[src/rtl/raster_edge_setup.sv]
// raster_edge_setup: latches quad vertices in vblank, computes both triangles' edge values serially, steps them per line
module raster_edge_setup #(
  parameter int H_STEP_X = 640,
  parameter int MUL_W = 20
) (
  input  logic                    clk,
  input  logic                    reset,
  input  logic [9:0]              x,
  input  logic [9:0]              y,
  input  logic signed [MUL_W-1:0] x_screen_v0,
  input  logic signed [MUL_W-1:0] x_screen_v1,
  input  logic signed [MUL_W-1:0] x_screen_v2,
  input  logic signed [MUL_W-1:0] x_screen_v3,
  input  logic signed [MUL_W-1:0] y_screen_v0,
  input  logic signed [MUL_W-1:0] y_screen_v1,
  input  logic signed [MUL_W-1:0] y_screen_v2,
  input  logic signed [MUL_W-1:0] y_screen_v3,
  output logic signed [MUL_W-1:0] y_screen_q_v0,
  output logic signed [MUL_W-1:0] y_screen_q_v1,
  output logic signed [MUL_W-1:0] y_screen_q_v2,
  output logic signed [MUL_W-1:0] y_screen_q_v3,
  output logic signed [MUL_W-1:0] e0_init_t1,
  output logic signed [MUL_W-1:0] e1_init_t1,
  output logic signed [MUL_W-1:0] e2_init_t1,
  output logic signed [MUL_W-1:0] e0_init_t2,
  output logic signed [MUL_W-1:0] e1_init_t2,
  output logic signed [MUL_W-1:0] e2_init_t2,
  output logic                    setup_busy,
  output logic                    setup_err
);
  typedef enum logic [1:0] {IDLE, LATCH, MUL, COMMIT} state_t;
  // Edge endpoints: t1 edges 0..2, t2 edges 3..5
  localparam logic [1:0] IA [6] = '{2'd0, 2'd1, 2'd2, 2'd0, 2'd2, 2'd3};
  localparam logic [1:0] IB [6] = '{2'd1, 2'd2, 2'd0, 2'd2, 2'd3, 2'd0};
  state_t state, nxt;
  logic signed [MUL_W-1:0] xq [4];
  logic signed [MUL_W-1:0] yq [4];
  logic signed [MUL_W-1:0] sh [6];
  logic signed [MUL_W-1:0] e [6];
  logic [3:0] k;
  logic [4:0] b;
  logic [2:0] ed;
  logic term, latch_pt, step_pt, last;
  logic signed [MUL_W-1:0] xa, xb, ya, yb, mcand, mplier, pp;
  assign latch_pt = y == 10'd480 && x == 10'd0;
  assign step_pt = state == IDLE && x == 10'(H_STEP_X) && y <= 10'd478;
  assign last = k == 4'd11 && b == 5'd19;
  assign ed = k[3:1];
  assign term = k[0];
  // Each edge is ya*(xb-xa) added, then xa*(yb-ya) subtracted, one multiplier bit per cycle
  always_comb begin
    xa = xq[IA[ed]];
    xb = xq[IB[ed]];
    ya = yq[IA[ed]];
    yb = yq[IB[ed]];
    mcand = term ? yb - ya : xb - xa;
    mplier = term ? xa : ya;
    pp = mplier[b] ? mcand << b : '0;
    nxt = latch_pt ? LATCH
        : state == LATCH ? MUL
        : state == MUL && last ? COMMIT
        : state == COMMIT ? IDLE : state;
  end
  always_ff @(posedge clk) begin
    if (reset) begin
      state <= IDLE;
      k <= '0;
      b <= '0;
      setup_err <= 1'b0;
      for (int i = 0; i < 4; i++) begin
        xq[i] <= '0;
        yq[i] <= '0;
      end
      for (int i = 0; i < 6; i++) begin
        sh[i] <= '0;
        e[i] <= '0;
      end
    end else begin
      state <= nxt;
      if (x == 10'd799 && y == 10'd524 && state != IDLE) setup_err <= 1'b1;
      if (latch_pt) begin
        xq <= '{x_screen_v0, x_screen_v1, x_screen_v2, x_screen_v3};
        yq <= '{y_screen_v0, y_screen_v1, y_screen_v2, y_screen_v3};
      end
      if (state == LATCH) begin
        k <= '0;
        b <= '0;
        for (int i = 0; i < 6; i++) sh[i] <= '0;
      end
      if (state == MUL) begin
        sh[ed] <= term ? sh[ed] - pp : sh[ed] + pp;
        b <= b == 5'd19 ? 5'd0 : b + 5'd1;
        k <= b == 5'd19 ? k + 4'd1 : k;
      end
      if (state == COMMIT) e <= sh;
      if (step_pt)
        for (int i = 0; i < 6; i++) e[i] <= e[i] + xq[IA[i]] - xq[IB[i]];
    end
  end
  assign setup_busy = state != IDLE;
  assign {y_screen_q_v0, y_screen_q_v1, y_screen_q_v2, y_screen_q_v3} = {yq[0], yq[1], yq[2], yq[3]};
  assign {e0_init_t1, e1_init_t1, e2_init_t1} = {e[0], e[1], e[2]};
  assign {e0_init_t2, e1_init_t2, e2_init_t2} = {e[3], e[4], e[5]};
endmodule

[config.mk]
export PLATFORM = sky130hd
export DESIGN_NAME = raster_edge_setup
export DESIGN_NICKNAME = d
export VERILOG_FILES = /design/src/rtl/raster_edge_setup.sv
export SDC_FILE = /design/constraint.sdc
export NUM_CORES = 2
export LEC_CHECK = 0
export CAP_MARGIN = 20
export CORE_ASPECT_RATIO = 0.5
export CORE_MARGIN = 2
export CORE_UTILIZATION = 45
export CTS_BUF_LIST = sky130_fd_sc_hd__clkbuf_4
export DETAILED_ROUTE_END_ITERATION = 8
export DONT_BUFFER_PORTS = 1
export PLACE_DENSITY = 0.61
export SYNTH_ARGS = -nofsm -noshare
export SYNTH_HDL_FRONTEND = slang
export SYNTH_SLANG_ARGS = --single-unit
export TNS_END_PERCENT = 5
[constraint.sdc]
create_clock -name clk -period 9.37 [get_ports clk]
set_clock_uncertainty 0.15 [all_clocks]
set_input_delay 1.874 -clock clk [delete_from_list [all_inputs] [get_ports clk]]
set_output_delay 1.874 -clock clk [all_outputs]
set_load 0.05 [all_outputs]
==> impl_metrics.py <==
metrics = {
    "worst_setup_path": {
        "setup.worst_path.end_class": "register",
        "critical_path.slowest_cell": "nor2b_2",
        "rrSetupSlack_ns": 0.65,
        "path_class": "reg -> reg",
        "timing.rr.end": "sh[79]",
        "cp.required_ns": 10.07,
        "crit_fanout": 27,
        "arrival_ns": 9.42,
        "r2r_cells": 30,
        "worst_path_most_repeated_cell": "a21oi_1",
        "r2r_start": "k[1]",
        "slowest_delay_ns": 0.74,
        "cp-start-kind": "register",
    },
    "synth": {
        "syn-num-nets": 4744,
        "yosysWarnings": 0,
        "synth_ff_type": "dfxtp_1",
        "synth_cell_types": 95,
        "netlist_instances": 4261,
        "syn-cell-area_sq_um": 33100,
        "yosysTopAreaCell": "dfxtp_1",
        "syn_area_per_cell_sq_um": 7.78,
        "synth_seq_area_share": 0.249,
        "synth_top_area_frac": 0.249,
        "synth_area_leaders": "dfxtp_1, fa_1, ha_1",
        "synth-async-reset-ratio": 0,
        "ys_seq_elements": 412,
        "synth_edf_count": 0,
    },
    "sta": {
        "max_freq_mhz": 115,
        "setup_viol": 0,
        "tns_ns": 0,
        "slew_viol_final": 147,
        "slew_headroom": -0.120,
        "fin_crit_ns": 8.72,
        "worst_pin_slew_ns": 1.68,
        "rsz0062_at_grt": "no",
        "fin_crit_sh": 0.930,
        "hold_violations": 0,
    },
    "pwr": {
        "powerDensity_nw_per_um2": 97.6,
        "peakVddDrop_mv": 0.0856,
        "power.leakage_nw": 13.5,
    },
    "global_route": {
        "antenna_found_initial": 4,
        "grt_max_degree": 404,
        "grtUsageTotal": 0.366,
        "grt_pass1_vias": 29394,
        "grt_overflow_total": 0,
        "grt_pass1_wl_um": 205000,
    },
    "clocking": {
        "cts_made_buffers": 103,
        "cts_hold_buf": 0,
        "htreeDepth": 3,
        "cts_tree": "done",
        "clock-sinks": 412,
        "cts_root_buf": "clkbuf_4",
        "postCtsSetupBuffers": 0,
        "post_cts_resized": 0,
        "path_clk_slew_ns": 0.07,
        "cts_buffer_depth": 3,
        "insertion_delay_ns": 1.06,
    },
    "floorplan": {
        "initial_utilization": 0.454,
        "die_area_sq_um": 76000,
        "die_h_um": 196,
        "die_w_um": 388,
        "core_area_sq_um": 73000,
        "num_io_pins": 384,
        "fp-row-count": 70,
    },
    "routing": {
        "antenna_left": 0,
        "dr.first_iter.drc_count": 4268,
        "routedWlPerCell_um": 27.4,
        "num_vias": 32541,
        "post_drt_via_cell_ratio": 6.22,
        "drc": 0,
        "wirelength_um": 143000,
        "drt-pass1-iter-count": 9,
    },
    "hold_path": {
        "holdPathEnd": "sh[57]",
        "hp-start": "sh[57]",
        "hp-class": "reg -> reg",
        "whs_path_depth": 2,
    },
    "finish": {
        "layout_commonest_cell": "nand2_1",
        "finalInstanceArea_sq_um": 35300,
        "drive_gt1_frac": 0.0854,
        "final_cell_mix": "nand2_1, inv_1, a21oi_1",
        "fin_nets": 4656,
        "syn_to_final_growth_pct": 6.50,
    },
    "flow_run": {
        "maxCapViolations": 0,
    },
    "placed_design": {
        "placed_area_sq_um": 33900,
        "post-dp-hpwl_um": 109000,
        "gp_congestion": 1.03,
        "io_buffers": 0,
    },
    "outcome": {
        "violations": "max-slew violations",
        "status": "complete, but fails checks",
    },
}
==> per-stage QoR <==
step                      std cells  hold WS (ns)   util  setup slack, ns  power [mW]
final                          5228         0.354  0.484            0.654        3.45
after global routing           5228         0.384  0.484            0.152        3.54
after CTS                      5224         0.358  0.483            0.849        3.46
after detailed placement       5039         0.347  0.465            0.887        1.81
after global placement         5039         0.345  0.465            0.992        1.81
after floorplan                4261         0.315      -             1.56        1.83
==> power by group <==
part | internal (mW) | switching [mW] | total (mW)
Sequential | 1.75 | 0.00142 | 1.75
Clock | 0.791 | 0.887 | 1.68
Combinational | 0.00861 | 0.00965 | 0.0183
Total | 2.55 | 0.898 | 3.45
==> worst max-delay path: cells and delay by family (launching register included) <==
family	cells	cell delay, ns
AO/OA/AOI/OAI	18	4.30
AND/OR/NAND/NOR	6	1.83
adder cells (fa/ha/maj)	2	0.56
multiplexers	2	0.77
XOR/XNOR	1	0.28
flip-flops	1	0.58
buffers and inverters	1	0.09
==> flip-flops by register name, indices dropped and copies added, names as in the netlist <==
register	flops
sh	120
e0_init_t1	20
y_screen_q_v1	20
b	5
setup_err	1
y_screen_q_v2	20
k	4
xq	80
e2_init_t1	20
e0_init_t2	20
y_screen_q_v0	20
e1_init_t2	20
state	2
e1_init_t1	20
y_screen_q_v3	20
e2_init_t2	20
==> worst max-delay path by stage <==
stage	end	cells after the start	from	slack (ns)
after floorplan	sh[79]	31	k[1]	1.56
after CTS	sh[19]	30	k[1]	0.85
after detailed placement	sh[19]	30	k[1]	0.89
after global placement	sh[19]	30	k[1]	0.99
after global routing	sh[19]	30	k[1]	0.15
final	sh[79]	30	k[1]	0.65
==> layer usage <==
metal,share of wire,global-route usage,up-vias
li1,-,-,14680
met1,0.42,0.507,15805
met2,0.42,0.533,1775
met3,0.12,0.112,281
met4,0.040,0.139,0
met5,0,0,-
==> cell type report <==
cell class                      count  area [sq um]
Fill cell                        7195         37700
Inverter                          479          1800
Timing Repair Buffer               68           543
Antenna cell                        3          7.51
Clock inverter                     50           332
Clock buffer                      135          1010
Multi-Input combinational cell   3109         22100
Tap cell                          972          1220
Sequential cell                   412          8260
==> synth_stat cells, types with 23 or more instances <==
library cell / instances
a31oi_1: 55
nor3_1: 46
buf_1: 27
a21oi_1: 432
o21a_1: 37
o211ai_1: 23
mux4_2: 42
xor2_1: 51
nand2b_1: 25
a21boi_0: 23
inv_1: 477
nor2_1: 323
a22oi_1: 43
o221ai_1: 27
o21ai_0: 136
clkbuf_1: 205
fa_1: 117
and3_1: 60
nand3_1: 107
ha_1: 184
nand2_1: 573
dfxtp_1: 412
mux2_2: 53
a21o_1: 52
buf_2: 24
mux2i_1: 164
a211oi_1: 114
xnor2_1: 104
nor2b_1: 26
==> cells by family after synthesis <==
family                     count (synthesis)  synth area share
AOI/OAI and AO/OA                       1112             0.216
xor gates and xnor gates                 157            0.0421
adders and majority gates                301             0.140
buffers and inverters                    740            0.0853
DFF                                      412             0.249
muxes                                    260            0.0965
and+or+nand+nor                         1279             0.172
Note: power is estimated with default switching activity, not from simulation.
